$ cat src/rtl/mux4_rr_arbiter_pkg.sv
// ============================================================================
// Module  : mux4_rr_arbiter_pkg
// Brief   : Shared constants and helpers for the 4-way round-robin mux arbiter.
// Revision: 1.0 - initial release
// ============================================================================
`default_nettype none

package mux4_rr_arbiter_pkg;

    localparam int c_N_REQ = 4;

    localparam logic [0:0] c_ST_IDLE = 1'b0;
    localparam logic [0:0] c_ST_BUSY = 1'b1;

    localparam logic [1:0] c_SEL_E0 = 2'b00;
    localparam logic [1:0] c_SEL_E1 = 2'b01;
    localparam logic [1:0] c_SEL_E2 = 2'b10;
    localparam logic [1:0] c_SEL_E3 = 2'b11;

    function automatic logic [c_N_REQ-1:0] sel_to_onehot(input logic [1:0] s);
        case (s)
            c_SEL_E0: sel_to_onehot = 4'b0001;
            c_SEL_E1: sel_to_onehot = 4'b0010;
            c_SEL_E2: sel_to_onehot = 4'b0100;
            default:  sel_to_onehot = 4'b1000;
        endcase
    endfunction

endpackage

`default_nettype wire

$ cat src/rtl/mux4_rr_arbiter_rr_pick4.sv
// ============================================================================
// Module  : rr_pick4
// Brief   : Combinational rotating-priority search over four requests.
// Revision: 1.0 - initial release
// ============================================================================
`default_nettype none

module rr_pick4 (
    input  logic [3:0] req,
    input  logic [3:0] mask,
    input  logic [1:0] last,
    output logic       found,
    output logic [1:0] idx
);
    logic [3:0] w_cand;
    logic [1:0] w_pos;

    assign w_cand = req & ~mask;

    // Walk from the lowest priority (last) up to last+1 so the nearest hit wins.
    always_comb begin
        found = 1'b0;
        idx   = last;
        w_pos = last;
        for (int k = 4; k >= 1; k--) begin
            w_pos = last + 2'(k);
            if (w_cand[w_pos]) begin
                found = 1'b1;
                idx   = w_pos;
            end
        end
    end

endmodule

`default_nettype wire

$ cat src/rtl/mux4_rr_arbiter.sv
// ============================================================================
// Module  : mux4_rr_arbiter
// Brief   : Burst-limited round-robin arbiter driving a 4:1 mux select.
// Revision: 1.0 - initial release
// ============================================================================
`default_nettype none

module mux4_rr_arbiter #(
    parameter int MAX_BURST = 8,
    parameter int CNT_W     = 4
) (
    input  logic             clk,
    input  logic             rst_n,
    input  logic [3:0]       req,
    output logic [3:0]       gnt,
    output logic [1:0]       sel,
    output logic             sel_valid,
    output logic [CNT_W-1:0] busy_cnt
);
    import mux4_rr_arbiter_pkg::*;

    localparam logic [CNT_W-1:0] c_BURST_LAST = CNT_W'(MAX_BURST - 1);

    logic [0:0]       r_state, w_state_nxt;
    logic [3:0]       r_gnt,   w_gnt_nxt;
    logic [1:0]       r_sel,   w_sel_nxt;
    logic [1:0]       r_last,  w_last_nxt;
    logic [CNT_W-1:0] r_cnt,   w_cnt_nxt;

    logic [3:0] w_pick_mask;
    logic [1:0] w_pick_last;
    logic       w_pick_found;
    logic [1:0] w_pick_idx;
    logic       w_owner_req;
    logic       w_burst_end;

    // While busy, the owner is masked out and becomes the lowest priority.
    assign w_pick_mask = (r_state == c_ST_BUSY) ? sel_to_onehot(r_sel) : 4'b0000;
    assign w_pick_last = (r_state == c_ST_BUSY) ? r_sel : r_last;
    assign w_owner_req = req[r_sel];
    assign w_burst_end = (r_cnt == c_BURST_LAST);

    rr_pick4 u_pick (
        .req   (req),
        .mask  (w_pick_mask),
        .last  (w_pick_last),
        .found (w_pick_found),
        .idx   (w_pick_idx)
    );

    always_comb begin
        w_state_nxt = r_state;
        w_gnt_nxt   = r_gnt;
        w_sel_nxt   = r_sel;
        w_last_nxt  = r_last;
        w_cnt_nxt   = r_cnt;
        case (r_state)
            c_ST_IDLE: begin
                if (w_pick_found) begin
                    w_state_nxt = c_ST_BUSY;
                    w_gnt_nxt   = sel_to_onehot(w_pick_idx);
                    w_sel_nxt   = w_pick_idx;
                    w_cnt_nxt   = '0;
                end
            end
            c_ST_BUSY: begin
                if (!w_owner_req || w_burst_end) begin
                    w_last_nxt = r_sel;
                    w_cnt_nxt  = '0;
                    if (w_pick_found) begin
                        w_gnt_nxt = sel_to_onehot(w_pick_idx);
                        w_sel_nxt = w_pick_idx;
                    end else if (!w_owner_req) begin
                        // Nobody else waiting and owner done: sel keeps its last value.
                        w_state_nxt = c_ST_IDLE;
                        w_gnt_nxt   = 4'b0000;
                    end
                end else begin
                    w_cnt_nxt = r_cnt + CNT_W'(1);
                end
            end
            default: begin
                w_state_nxt = c_ST_IDLE;
                w_gnt_nxt   = 4'b0000;
                w_cnt_nxt   = '0;
            end
        endcase
    end

    always_ff @(posedge clk) begin
        if (!rst_n) begin
            r_state <= c_ST_IDLE;
            r_gnt   <= 4'b0000;
            r_sel   <= c_SEL_E0;
            r_last  <= c_SEL_E3;
            r_cnt   <= '0;
        end else begin
            r_state <= w_state_nxt;
            r_gnt   <= w_gnt_nxt;
            r_sel   <= w_sel_nxt;
            r_last  <= w_last_nxt;
            r_cnt   <= w_cnt_nxt;
        end
    end

    assign gnt       = r_gnt;
    assign sel       = r_sel;
    assign sel_valid = |r_gnt;
    assign busy_cnt  = r_cnt;

endmodule

`default_nettype wire

$ cat config.mk
export PLATFORM = sky130hd
export DESIGN_NAME = mux4_rr_arbiter
export DESIGN_NICKNAME = d
export VERILOG_FILES = /design/src/rtl/mux4_rr_arbiter_pkg.sv /design/src/rtl/mux4_rr_arbiter_rr_pick4.sv /design/src/rtl/mux4_rr_arbiter.sv
export SDC_FILE = /design/constraint.sdc
export NUM_CORES = 1
export LEC_CHECK = 0
export BUFFER_PORTS_ARGS = -buffer_cell sky130_fd_sc_hd__buf_2
export CORE_UTILIZATION = 30
export CTS_CLUSTER_DIAMETER = 50
export DETAILED_ROUTE_END_ITERATION = 10
export PLACE_DENSITY = 0.49
export SYNTH_ARGS = -nofsm -noshare
export SYNTH_HDL_FRONTEND = slang
export SYNTH_SLANG_ARGS = --single-unit
$ cat constraint.sdc
create_clock -name clk -period 2.1 [get_ports clk]
set_input_delay 0 -clock clk [delete_from_list [all_inputs] [get_ports clk]]
set_output_delay 0 -clock clk [all_outputs]
set_load 0.05 [all_outputs]
Word level (Yosys, flattened, before mapping)
Index checks and enable logic that the tools add are counted.

Output and inout port bits: 11. Flip-flop bits (word level): 13. Logic and storage cells: 69.

Equal/unequal tests: 8. Add/subtract/negate cells: 4. Bitwise logic cells: 3. Reductions and logical operators: 7. Muxes and demuxes: 37. Magnitude comparators: 5.

Operator list (count): $mux W4 (7); $pmux W4 S3 (2); $pmux W4 S2 (2); $lt A2 B3 Y1 const B (5); $mux W1 (13); $mux W2 (6); $bmux W1 S2 (5); $add A2 B2 Y2 const B (2); $add A4 B1 Y4 const B (1); $and A4 B4 Y4 (1); $eq A2 B1 Y1 const B (2); $eq A2 B2 Y1 const B (2); $eq A4 B3 Y1 const B (1); $logic_not A2 Y1 (2); $ne A2 B1 Y1 const B (2); $not A4 Y4 (1); $pmux W2 S2 (1); $reduce_or A4 Y1 (1); $ne A3 B2 Y1 const B (1); $reduce_and A3 Y1 (1); $add A2 B1 Y2 const B (1); $pmux W1 S2 (1); $reduce_and A2 Y1 (1); $logic_not A1 Y1 (1); other kinds (2) (2).

Longest topological paths before layout
Depth after elaboration: 15. Gate-level depth with buffers: 7. Gate-level depth less buffers: 6.

Cells and area by module
Synthesis repeated with hierarchy kept, for this count alone.

Cell total of the unflattened synthesis: 103. Area, all modules: 902.1 sq um.

Modules (own cells, without submodules): mux4_rr_arbiter (area each 784.5 sq um, cells an instance 86, times used 1); rr_pick4 (area each 117.6 sq um, cells an instance 17, times used 1).

Worst setup path after synthesis
Ideal clock, no wire load.

Path type: flip-flop to flip-flop. From: register r_sel[0], in the netlist sel[0]. To: register r_gnt[0], in the netlist gnt[0]. Setup slack: -58 ps. Period minus slack after synthesis: 2158 ps. Setup time: 117 ps. Stages on the path, launching flop included: 7. Arrival: 2040 ps. Path through: dfxtp_1 > buf_6 > mux2_4 > o32a_4 > o21a_1 > or2_1 > a32o_1.

Longest elaborated chain between the ends: 15. Elaborated cells between the ends (all ways): 42. Those cells by class: add/sub: 3; eq/ne: 7; mux: 25; bitwise: 2; reduce/logical: 5.

RTL lines: start: declaration (RTL line mux4_rr_arbiter.sv:26) `logic [1:0] r_sel, w_sel_nxt;`; start signal: assignment (RTL line mux4_rr_arbiter.sv:94) `r_sel <= c_SEL_E0;`; start signal: assignment (RTL line mux4_rr_arbiter.sv:100) `r_sel <= w_sel_nxt;`; $eq A2 B2 Y1 (tied with other cells) (RTL line mux4_rr_arbiter_pkg.sv:21) `case (s)`; $pmux W4 S3 (RTL line mux4_rr_arbiter_pkg.sv:21); $mux W4 (RTL line mux4_rr_arbiter.sv:38) `assign w_pick_mask = (r_state == c_ST_BUSY) ? sel_to_onehot(r_sel) : 4'b0000;`; $not A4 Y4 (RTL line mux4_rr_arbiter_rr_pick4.sv:18) `assign w_cand = req & ~mask;`; $and A4 B4 Y4 (RTL line mux4_rr_arbiter_rr_pick4.sv:18); $bmux W1 S2 (RTL line mux4_rr_arbiter_rr_pick4.sv:27) `if (w_cand[w_pos]) begin`; $mux W1 (not written as such) (RTL line mux4_rr_arbiter_rr_pick4.sv:27); $mux W2 (3 in a row) (RTL line mux4_rr_arbiter_rr_pick4.sv:27); $eq A2 B2 Y1 (tied with other cells) (RTL line mux4_rr_arbiter_pkg.sv:21); $pmux W4 S3 (RTL line mux4_rr_arbiter_pkg.sv:21); $mux W4 (RTL line mux4_rr_arbiter.sv:70) `if (w_pick_found) begin`; $mux W4 (RTL line mux4_rr_arbiter.sv:67) `if (!w_owner_req || w_burst_end) begin`; $pmux W4 S2 (RTL line mux4_rr_arbiter.sv:57) `case (r_state)`; end signal: assignment (RTL line mux4_rr_arbiter.sv:99) `r_gnt <= w_gnt_nxt;`; end: declaration (RTL line mux4_rr_arbiter.sv:25) `logic [3:0] r_gnt, w_gnt_nxt;`.

Several ways; a longest one is shown, not always the timed one. The select of a mux whose other input is x is not followed. A chain may end at the register's enable or synchronous reset.

Final worst setup path
From: register r_sel[0], in the netlist sel[0]. To: register r_gnt[1], in the netlist gnt[1].

Same word-level chain as after synthesis.

==> summary.txt <==
Run status
  – Status: finished, final reports clean

Hold path
  – Hold-critical path endpoint: r_state$_SDFF_PN0_
  – Hold Path Class: in2reg
  – Hold_sp: req[1]
  – Hold Crit Depth: 4

Placed design
  – Post-DP Area: 980 um2
  – # port buffers: 16
  – Final Wtd Congestion: 0.835
  – Post-DP HPWL: 1.53 mm

Pwr
  – Leak Pwr: 0.424 nW
  – Final Power: 948 uW
  – VDD IR-drop max: 0.566 mV
  – PwrDens: 933 nW/um2

Finish
  – Multi-input logic area: 572 um2
  – Filler cells: 300
  – Register area: 263 um2
  – Share of layout cells above drive strength 1: 27.1%
  – Commonest non-fill, non-tap cell in the layout: buf_2
  – Most frequent cells in the layout: buf_2 (16), dfxtp_1 (11), nor2_1 (10)
  – Final instance area: 1020 um2
  – Ant diodes: 0
  – Final nets: 126
  – Area delta synth->final: 16.3%

Clock tree
  – Post-CTS sizing: 0
  – Max Buffers Root-to-Sink: 2
  – CTS H-tree depth: 1
  – Setup Buffers After CTS: 0
  – Cts hold-fix bufs: 1
  – TritonCTS clock tree: yes
  – CTS clk-pin slew, worst paths: 0.08 ns
  – CTS buffer count: 3
  – Skew-Pair Late Insertion Delay: 0.27 ns
  – CTS Sinks: 13
  – Root Driver: clkbuf_4

Timing
  – RSZ-0062 raised after global routing: false
  – Final worst path period need: 1.89 ns
  – Fin. Hold Viols: 0
  – Layout Skew: 0.00108 ns
  – Highest Clock Rate: 530 MHz
  – Final setup vio count: 0
  – Setup TNS: 0 ns
  – Pin slew with the least headroom to its limit: 0.482 ns
  – Final Max Slew Viols: 0
  – Worst slew margin: 67.5%
  – Tcrit/Tclk final: 89.9%

Logic synthesis
  – Cell area after synthesis: 873 um2
  – Ys Warns: 0
  – Predominant post-synthesis flop cell: dfxtp_1
  – Count of cell types in the netlist: 40
  – Synth async-reset ratio: 0%
  – Sequential fraction of the synthesis area: 29.8%
  – Syn Area/Cell: 8.73 um2
  – Syn Nets: 107
  – Seq cells post-synth: 13
  – EDFF count, synth: 0
  – Post-Synthesis Cells: 100

Floorplanning
  – Core area: 2760 um2
  – Die Y: 56.0 um
  – Initial Util: 31.7%
  – Num rows: 19
  – DIE WIDTH: 56.0 um
  – Die area: 3130 um2
  – I/O pins: 17

Route
  – Drt total wl: 2.04 mm
  – Routed WL per cell: 13.7 um
  – 1st-pass router iterations: 4
  – Routed Antenna Nets: 0
  – Via count: 822
  – Initial DRC Count: 20
  – DR DRC count: 0
  – Vias per inst: 5.52

Job
  – Max-cap viol count: 0

Critical path
  – FF-to-FF Start: sel[0]$_SDFFE_PN0P_
  – CP endpoint kind: register
  – R2R depth: 5
  – Worst setup SP type: register
  – Worst-path cell chain: mux2_4 -> o32a_4 -> o21a_1 -> or2_1 -> a32o_1
  – Reg2reg end: gnt[1]$_SDFFE_PN0P_
  – Critical-path top delay cell: dfxtp_2
  – CP max stage delay: 0.47 ns
  – Worst Path Required: 2.27 ns
  – Reg2reg setup slack: 0.21 ns
  – Max FO, Critical Path: 11
  – Data arrival time of the critical path: 2.06 ns
  – CP Class: reg2reg

GRT
  – First-pass GRT wire length: 3.64 mm
  – Grt ovf: 0
  – Met2 GRT Util: 23.2%
  – Total track usage: 14.7%
  – Global Route met3 Usage: 3.02%
  – Met1 usage: 19.5%
  – Antenna violations before repair: 0
  – GRT busiest layer: met2
  – Pin count of the biggest net entering global routing: 12
  – Number of global-route vias before repair: 770
## flip-flops by register name (all words and copies together), names as in the netlist
register,cells
gnt,4
r_last,2
busy_cnt,4
r_state,1
sel,2
## per-stage QoR
step                util [%]  hold WS (ns)  instances  setup WS (ns)
finish                  36.8         0.305        149          0.213
detailed placement      35.5         0.234        144          0.227
floorplan                  -        0.0619        100          0.116
CTS                     36.8         0.283        149          0.214
global route            36.8         0.379        149         0.0697
global placement        35.5         0.233        144          0.209
## how the worst max path moves through the flow
| stage | from | to | slack, ns | depth (start not counted) |
|---|---|---|---|---|
| 3_5_place_dp | sel[0]$_SDFFE_PN0P_ | gnt[0]$_SDFFE_PN0P_ | 0.23 | 5 |
| 2_1_floorplan | sel[0]$_SDFFE_PN0P_ | gnt[0]$_SDFFE_PN0P_ | 0.12 | 6 |
| 6_report | sel[0]$_SDFFE_PN0P_ | gnt[1]$_SDFFE_PN0P_ | 0.21 | 5 |
| 3_3_place_gp | sel[0]$_SDFFE_PN0P_ | gnt[1]$_SDFFE_PN0P_ | 0.21 | 5 |
| 5_1_grt | r_state$_SDFF_PN0_ | gnt[0]$_SDFFE_PN0P_ | 0.07 | 6 |
| 4_1_cts | sel[0]$_SDFFE_PN0P_ | gnt[1]$_SDFFE_PN0P_ | 0.21 | 5 |
## metal layers
metal	wire length, um	vias to the layer above
met3	107	4
met5	0	-
met1	1000	375
met4	27	0
li1	-	420
met2	901	23
## logic make-up after synthesis
family                   after synthesis  share of synthesized area [%]
AO/OA/AOI/OAI                         31                           27.9
adder cells (fa/ha/maj)                1                           1.43
buffers and inverters                  8                           4.73
flip-flops                            13                           29.8
multiplexers                           7                           10.2
AND/OR/NAND/NOR                       40                           25.9
## worst max-delay path: cells and delay by family (launching register included)
kind,cells,cell delay [ns]
flops,1,0.47
simple gates,1,0.25
compound gates,3,0.73
mux,1,0.33
## layout make-up
| class | count | area share (%) |
|---|---|---|
| Clock buffer | 4 | 2.59 |
| Inverter | 3 | 1.11 |
| Multi-Input combinational cell | 79 | 56.3 |
| Sequential cell | 13 | 25.9 |
| Tap cell | 31 | 3.82 |
| Timing Repair Buffer | 19 | 10.3 |
## synth_stat cells (all sizes together), types with 3 or more instances
| cell type | count | share of area (%) |
|---|---|---|
| inv | 3 | 1.3 |
| o21a | 3 | 2.6 |
| dfxtp | 13 | 30 |
| nand2 | 6 | 2.6 |
| nand3b | 3 | 2.6 |
| o21ai | 4 | 2.3 |
| nor2 | 11 | 5.0 |
| buf | 4 | 3.0 |
| nand3 | 5 | 2.9 |
| a21oi | 6 | 3.4 |
| a32o | 4 | 4.6 |
| mux2i | 4 | 4.6 |
## power by group
part           leakage (nW)  switching (mW)  internal [mW]
Clock                0.0150          0.0794         0.0736
Sequential            0.107          0.0577          0.285
Combinational         0.302           0.286          0.166
Total                 0.424           0.423          0.525
No activity file was read; power rests on OpenSTA's default activity.
